### src/rtl/decode_pipe.sv
// decode_pipe: decode stage with write-through register file, hazard stalls,
// decode-time branch/jump resolution with MEM forwarding, and the ID/EX register.
module decode_pipe #(
    parameter int DATA_W = 32,
    parameter int PC_W   = 10,
    parameter int REG_AW = 5
) (
    input  logic              clk,
    input  logic              rst,
    input  logic              if_valid,
    input  logic [31:0]       instruction,
    input  logic [PC_W-1:0]   PCPlus1,
    input  logic              stall_in,
    output logic              id_ready,
    input  logic              wb_we,
    input  logic              wb_jal,
    input  logic [REG_AW-1:0] wb_addr,
    input  logic [DATA_W-1:0] wb_data,
    input  logic              mem_regwrite,
    input  logic              mem_memread,
    input  logic [REG_AW-1:0] mem_dest,
    input  logic [DATA_W-1:0] mem_data,
    output logic              redirect,
    output logic [PC_W-1:0]   redirect_target,
    output logic              ex_valid,
    output logic              ex_RegWriteEn,
    output logic              ex_MemReadEn,
    output logic              ex_MemWriteEn,
    output logic              ex_MemtoReg,
    output logic              ex_ALUSrc,
    output logic              ex_jal,
    output logic [3:0]        ex_ALUOp,
    output logic [DATA_W-1:0] ex_readData1,
    output logic [DATA_W-1:0] ex_readData2,
    output logic [DATA_W-1:0] ex_extImm,
    output logic [REG_AW-1:0] ex_rs,
    output logic [REG_AW-1:0] ex_rt,
    output logic [REG_AW-1:0] ex_dest,
    output logic [4:0]        ex_shamt,
    output logic [PC_W-1:0]   ex_pcplus1,
    output logic [15:0]       stall_count
);
    localparam logic [5:0] OP_R = 6'h00, OP_J = 6'h02, OP_JAL = 6'h03, OP_BEQ = 6'h04, OP_BNE = 6'h05;
    localparam logic [5:0] OP_ADDI = 6'h08, OP_SLTI = 6'h0A, OP_ANDI = 6'h0C, OP_ORI = 6'h0D, OP_XORI = 6'h0E;
    localparam logic [5:0] OP_LW = 6'h23, OP_SW = 6'h2B, FN_JR = 6'h08;

    logic [DATA_W-1:0] r_regs [2**REG_AW];

    logic [5:0]        w_op, w_fn;
    logic [4:0]        w_rs5, w_rt5, w_rd5;
    logic [REG_AW-1:0] w_rs, w_rt, w_rd, w_dest, w_waddr;
    logic [DATA_W-1:0] w_imm, w_rf1, w_rf2, w_fwd1, w_fwd2;
    logic [3:0]        w_aluop, w_r_aluop, w_i_aluop;
    logic w_rw, w_mr, w_mw, w_m2r, w_src, w_jal, w_jmp, w_jr, w_br, w_dst, w_use_s, w_use_t;
    logic w_we, w_ld_use, w_ex_dep, w_mem_dep, w_haz, w_taken, w_issue;

    assign w_op   = instruction[31:26];
    assign w_fn   = instruction[5:0];
    assign w_rs5  = instruction[25:21];
    assign w_rt5  = instruction[20:16];
    assign w_rd5  = instruction[15:11];
    assign w_rs   = w_rs5[REG_AW-1:0];
    assign w_rt   = w_rt5[REG_AW-1:0];
    assign w_rd   = w_rd5[REG_AW-1:0];
    assign w_imm  = {{(DATA_W-16){instruction[15]}}, instruction[15:0]};
    assign w_dest = w_jal ? '1 : w_dst ? w_rd : w_rt;

    // ALU op codes: 0 add, 1 sub, 2 and, 3 or, 4 xor, 5 nor, 6 slt, 7 sll, 8 srl, 9 sra
    always_comb begin
        case (w_fn)
            6'h20, 6'h21: w_r_aluop = 4'd0;
            6'h22, 6'h23: w_r_aluop = 4'd1;
            6'h24:        w_r_aluop = 4'd2;
            6'h25:        w_r_aluop = 4'd3;
            6'h26:        w_r_aluop = 4'd4;
            6'h27:        w_r_aluop = 4'd5;
            6'h2A:        w_r_aluop = 4'd6;
            6'h00:        w_r_aluop = 4'd7;
            6'h02:        w_r_aluop = 4'd8;
            6'h03:        w_r_aluop = 4'd9;
            default:      w_r_aluop = 4'd0;
        endcase
    end

    assign w_i_aluop = w_op == OP_SLTI ? 4'd6 : w_op == OP_ANDI ? 4'd2 :
                       w_op == OP_ORI  ? 4'd3 : w_op == OP_XORI ? 4'd4 : 4'd0;

    always_comb begin
        w_rw = 1'b0; w_mr = 1'b0; w_mw = 1'b0; w_m2r = 1'b0; w_src = 1'b0; w_jal = 1'b0;
        w_jmp = 1'b0; w_jr = 1'b0; w_br = 1'b0; w_dst = 1'b0; w_use_s = 1'b0; w_use_t = 1'b0;
        w_aluop = 4'd0;
        case (w_op)
            OP_R: begin
                w_use_s = 1'b1; w_use_t = 1'b1; w_dst = 1'b1;
                w_jr = w_fn == FN_JR; w_rw = w_fn != FN_JR; w_aluop = w_r_aluop;
            end
            OP_ADDI, OP_SLTI, OP_ANDI, OP_ORI, OP_XORI: begin
                w_rw = 1'b1; w_src = 1'b1; w_use_s = 1'b1; w_aluop = w_i_aluop;
            end
            OP_LW: begin
                w_rw = 1'b1; w_mr = 1'b1; w_m2r = 1'b1; w_src = 1'b1; w_use_s = 1'b1;
            end
            OP_SW: begin
                w_mw = 1'b1; w_src = 1'b1; w_use_s = 1'b1; w_use_t = 1'b1;
            end
            OP_BEQ, OP_BNE: begin
                w_br = 1'b1; w_use_s = 1'b1; w_use_t = 1'b1; w_aluop = 4'd1;
            end
            OP_J: w_jmp = 1'b1;
            OP_JAL: begin
                w_jmp = 1'b1; w_jal = 1'b1; w_rw = 1'b1;
            end
            default: ;
        endcase
    end

    assign w_waddr = wb_jal ? '1 : wb_addr;
    assign w_we    = wb_we && w_waddr != '0;
    assign w_rf1   = w_rs == '0 ? '0 : (w_we && w_waddr == w_rs) ? wb_data : r_regs[w_rs];
    assign w_rf2   = w_rt == '0 ? '0 : (w_we && w_waddr == w_rt) ? wb_data : r_regs[w_rt];
    // Non-load MEM results bypass the register file for the comparator and jr
    assign w_fwd1  = (mem_regwrite && !mem_memread && mem_dest == w_rs && w_rs != '0) ? mem_data : w_rf1;
    assign w_fwd2  = (mem_regwrite && !mem_memread && mem_dest == w_rt && w_rt != '0) ? mem_data : w_rf2;

    assign w_ld_use  = ex_valid && ex_MemReadEn && ex_dest != '0 &&
                       ((w_use_s && ex_dest == w_rs) || (w_use_t && ex_dest == w_rt));
    assign w_ex_dep  = ex_valid && ex_RegWriteEn && ex_dest != '0 &&
                       (ex_dest == w_rs || (w_br && ex_dest == w_rt));
    assign w_mem_dep = mem_memread && mem_dest != '0 && (mem_dest == w_rs || (w_br && mem_dest == w_rt));
    assign w_haz     = if_valid && (w_ld_use || ((w_br || w_jr) && (w_ex_dep || w_mem_dep)));
    assign w_taken   = w_jmp || w_jr || (w_br && ((w_fwd1 == w_fwd2) != w_op[0]));
    assign w_issue   = if_valid && !w_haz;

    assign id_ready        = !w_haz && !stall_in;
    assign redirect        = if_valid && id_ready && w_taken;
    assign redirect_target = w_jr ? w_fwd1[PC_W-1:0] : w_jmp ? instruction[PC_W-1:0] : PCPlus1 + w_imm[PC_W-1:0];

    always_ff @(posedge clk or posedge rst) begin
        if (rst) begin
            for (int i = 0; i < 2**REG_AW; i++) r_regs[i] <= '0;
        end else if (w_we) begin
            r_regs[w_waddr] <= wb_data;
        end
    end

    always_ff @(posedge clk or posedge rst) begin
        if (rst) begin
            ex_valid <= 1'b0; ex_RegWriteEn <= 1'b0; ex_MemReadEn <= 1'b0; ex_MemWriteEn <= 1'b0;
            ex_MemtoReg <= 1'b0; ex_ALUSrc <= 1'b0; ex_jal <= 1'b0; ex_ALUOp <= '0;
            ex_readData1 <= '0; ex_readData2 <= '0; ex_extImm <= '0;
            ex_rs <= '0; ex_rt <= '0; ex_dest <= '0; ex_shamt <= '0; ex_pcplus1 <= '0;
        end else if (!stall_in) begin
            ex_valid      <= w_issue;
            ex_RegWriteEn <= w_issue && w_rw;
            ex_MemReadEn  <= w_issue && w_mr;
            ex_MemWriteEn <= w_issue && w_mw;
            ex_MemtoReg   <= w_issue && w_m2r;
            ex_ALUSrc     <= w_issue && w_src;
            ex_jal        <= w_issue && w_jal;
            ex_ALUOp      <= w_issue ? w_aluop : '0;
            ex_readData1  <= w_haz ? '0 : w_rf1;
            ex_readData2  <= w_haz ? '0 : w_rf2;
            ex_extImm     <= w_haz ? '0 : w_imm;
            ex_rs         <= w_haz ? '0 : w_rs;
            ex_rt         <= w_haz ? '0 : w_rt;
            ex_dest       <= w_haz ? '0 : w_dest;
            ex_shamt      <= w_haz ? '0 : instruction[10:6];
            ex_pcplus1    <= w_haz ? '0 : PCPlus1;
        end
    end

    always_ff @(posedge clk or posedge rst) begin
        if (rst) stall_count <= '0;
        else if (w_haz && !stall_in && stall_count != 16'hFFFF) stall_count <= stall_count + 16'd1;
    end
endmodule

### config.mk
export PLATFORM = sky130hd
export DESIGN_NAME = decode_pipe
export DESIGN_NICKNAME = d
export VERILOG_FILES = /design/src/rtl/decode_pipe.sv
export SDC_FILE = /design/constraint.sdc
export NUM_CORES = 2
export LEC_CHECK = 0
export CAP_MARGIN = 40
export CORE_UTILIZATION = 45
export DETAILED_ROUTE_END_ITERATION = 6
export PLACE_DENSITY = 0.61
export SLEW_MARGIN = 15
export SYNTH_ARGS = -nofsm -noshare
export SYNTH_HDL_FRONTEND = slang
export SYNTH_SLANG_ARGS = --single-unit
### constraint.sdc
create_clock -name clk -period 74.1 [get_ports clk]
set_input_delay 7.41 -clock clk [delete_from_list [all_inputs] [get_ports clk]]
set_output_delay 7.41 -clock clk [all_outputs]
set_load 0.03 [all_outputs]
==> impl_metrics.yaml <==
clock_tree:
  root_buffer: "clkbuf_16"
  numCtsBuffers: 131
  clkTransAtPathRegs_ns: 0.06
  cts_hold_buffers: 0
  h-tree-depth: 4
  post_cts_buffers: 0
  ctsResizeCount: 0
  cts_tree: "done"
  clkLatencyLatePin_ns: 0.79
  cts_sinks: 1155
  cts.path.max_buffers: 3
yosys:
  synthArstFlopShare_pct: 100
  synth-main-ff-cell: "dfrtp_1"
  ys_ff_latch: 1155
  yosysWarningCount: 0
  ys_types: 107
  syn_avg_cell_area_um2: 13.3
  synth_edf_count: 0
  yosysSeqAreaShare_pct: 45.3
  synth_area_mm2: 0.0637
  synth_cells: 4783
  synth_nets: 4918
grt:
  grt-ovfl-total: 0
  grt_pass1_vias: 44800
  grt_usage_pct: 32.7
  grt_pass1_wl_um: 336000
  grt_antenna_before_repair: 15
  grt_max_degree: 168
critical_path:
  crit_arrival_ns: 14.32
  r2r_slack_ns: 69.59
  cp_data_required_time_ns: 66.69
  path_class: "in -> out"
  worstReg2RegEnd: "ex_readData2[2]$_DFFE_PP0N_"
  worst-r2r-cell-count: 11
  cp-endpoint: "redirect"
  crit_path_end_kind: "output port"
  cp_max_fo: 103
  startpoint_type: "input pin"
  r2r-start: "ex_dest[1]$_DFFE_PP0N_"
  startpoint: "instruction[17]"
finish:
  area_growth_pct: 14.3
  nFillCells: 11900
  layout_common_cells: "1155 x dfrtp_1, 996 x mux2_2, 397 x mux4_2"
  drive_gt1_share_pct: 37.9
  layout_commonest_cell: "dfrtp_1"
  nets: 5010
  utilization_pct: 52.0
  final_cells: 6853
timing:
  relSlewSlack_pct: 31.2
  rsz0062_at_grt: "false"
  clock_skew_ns: 0.0197
  setup_viol_count_final: 0
  fmax_mhz: 46.0
  min_period_ns: 21.73
  finalSetupTns_ns: 0
  worst_pin_slew_ns: 1.03
  timing.final.crit_share_pct: 29.3
  final-hold-violation-count: 0
  drv_slew: 0
routing:
  drt-total-wl_um: 234000
  drtAntennaViolNets: 0
  first_iter_violations: 5241
  drc: 0
  vias: 45600
  drt-pass1-iter-count: 6
  via_per_inst: 6.66
  wire_per_inst_um: 34.1
power:
  clockPowerShare_pct: 37.9
  ir_drop_uv: 30.1
  p_sw_share_pct: 28.7
  intPower_mw: 1.29
  p_sw_mw: 0.520
  power_density_mw_per_mm2: 24.8
  pwr-share-seq_pct: 42.6
  power_frac_comb_pct: 19.5
  p_leak_nw: 32.2
floorplan:
  rows: 137
  io_pins: 289
  fp.dieW_um: 378
  dieArea_mm2: 0.143
  die_height_um: 378
  start_util_pct: 45.5
  core_area_mm2: 0.140
outcome:
  status: "complete, no violations"
place:
  post-dp-hpwl_um: 149000
  gp_congestion: 0.944
  dp_cells: 6607
  io_buffers: 288
flow_run:
  cap_violations: 0
worst_hold_path:
  hp-class: "reg -> reg"
==> through the flow <==
step                setup WS, ns  hold slack [ns]  power [mW]  area, um^2
global placement           52.54            0.379        1.12       67600
CTS                        52.53            0.397        1.81       72700
detailed placement         52.52            0.382        1.13       68200
global route               52.18            0.407        1.87       72900
floorplan                  34.16            0.441        1.01       63700
finish                     52.37            0.391        1.81       72900
==> power groups by stage <==
stage / registers [mW] / clock network (mW) / logic (mW)
after detailed placement: 0.779 / 0 / 0.347
after global placement: 0.775 / 0 / 0.340
after CTS: 0.767 / 0.695 / 0.349
after global routing: 0.779 / 0.719 / 0.372
final: 0.770 / 0.685 / 0.352
after floorplan: 0.775 / 0 / 0.232
==> synth_stat cells, types with 24 or more instances <==
library cell  instances  area (um^2)
dfrtp_1            1155        28900
mux2_2              996        11200
mux4_2              397         8940
mux2i_1             283         2830
clkbuf_1            247          927
nand2_1             206          773
nor2_1              137          514
o21ai_0             130          651
buf_4                96          721
a21oi_1              92          460
a22oi_1              87          653
a22o_1               84          736
buf_2                72          360
buf_1                67          251
nor3_1               64          320
o22ai_1              60          375
xnor2_1              60          526
nand3_1              37          185
xor2_1               36          315
o211ai_1             35          263
a211oi_1             33          248
inv_1                24         90.1
==> logic make-up (layout without fill, tap and decap cells) <==
| family | Yosys count | in the layout | synth area share (%) |
|---|---|---|---|
| compound gates | 675 | 675 | 7.46 |
| xor+xnor | 97 | 97 | 1.34 |
| fa+ha+maj | 11 | 11 | 0.228 |
| buf+inv | 539 | 728 | 4.28 |
| flops | 1155 | 1155 | 45.3 |
| mux | 1690 | 1690 | 36.6 |
| other cells | 0 | 5 | 0 |
| simple gates | 616 | 616 | 4.71 |
==> critical path, stage by stage <==
cell and delay [ns]:
buf_8 0.29, buf_4 0.54, buf_12 0.54, buf_4 0.70
mux4_2 0.42, o22ai_1 0.20, nor4_1 0.12, a311oi_1 0.73
a211oi_1 0.34, xor2_1 0.25, a2111oi_4 0.32, nand4_1 0.13
or3_4 0.43, a2111oi_4 0.41, a31oi_1 0.14, or3b_1 0.40
clkdlybuf4s50_1 0.61
==> worst min path at each step <==
stage	endpoint	start	depth (start not counted)	slack [ns]
after floorplan	r_regs[1004]$_DFFE_PP0P_	r_regs[1004]$_DFFE_PP0P_	1	0.44
after global placement	r_regs[1023]$_DFFE_PP0P_	r_regs[1023]$_DFFE_PP0P_	0	0.38
after detailed placement	r_regs[1009]$_DFFE_PP0P_	r_regs[1009]$_DFFE_PP0P_	0	0.38
after CTS	r_regs[1014]$_DFFE_PP0P_	r_regs[1014]$_DFFE_PP0P_	0	0.40
after global routing	r_regs[1001]$_DFFE_PP0P_	r_regs[1001]$_DFFE_PP0P_	0	0.41
final	r_regs[1014]$_DFFE_PP0P_	r_regs[1014]$_DFFE_PP0P_	0	0.39
==> registers in the layout, indices dropped and copies added (netlist names), 4 cells and up <==
register	flops
ex_dest	5
stall_count	16
ex_rt	5
ex_pcplus1	10
r_regs	1024
ex_extImm	16
ex_readData1	32
ex_rs	5
ex_readData2	32
ex_ALUOp	4
==> cell type report <==
cell class | count | area [um^2] | area share [%]
Antenna cell | 5 | 12.5 | 0.0172
Clock buffer | 183 | 3700 | 5.08
Clock inverter | 47 | 774 | 1.06
Inverter | 26 | 106 | 0.146
Multi-Input combinational cell | 3089 | 32300 | 44.3
Sequential cell | 1155 | 28900 | 39.7
Tap cell | 1876 | 2350 | 3.22
Timing Repair Buffer | 472 | 4740 | 6.51
==> layer usage <==
layer  wire, um  up-vias  track usage [%]  share of wire, %
met5        245        -            0.515              0.10
met4      11900       24             15.3               5.1
met3      23700      574             9.27                10
met2     102000     2499             48.4                44
met1      95300    24100             44.4                41
li1           -    18400                -                 -
No activity file was read; power rests on OpenSTA's default activity.
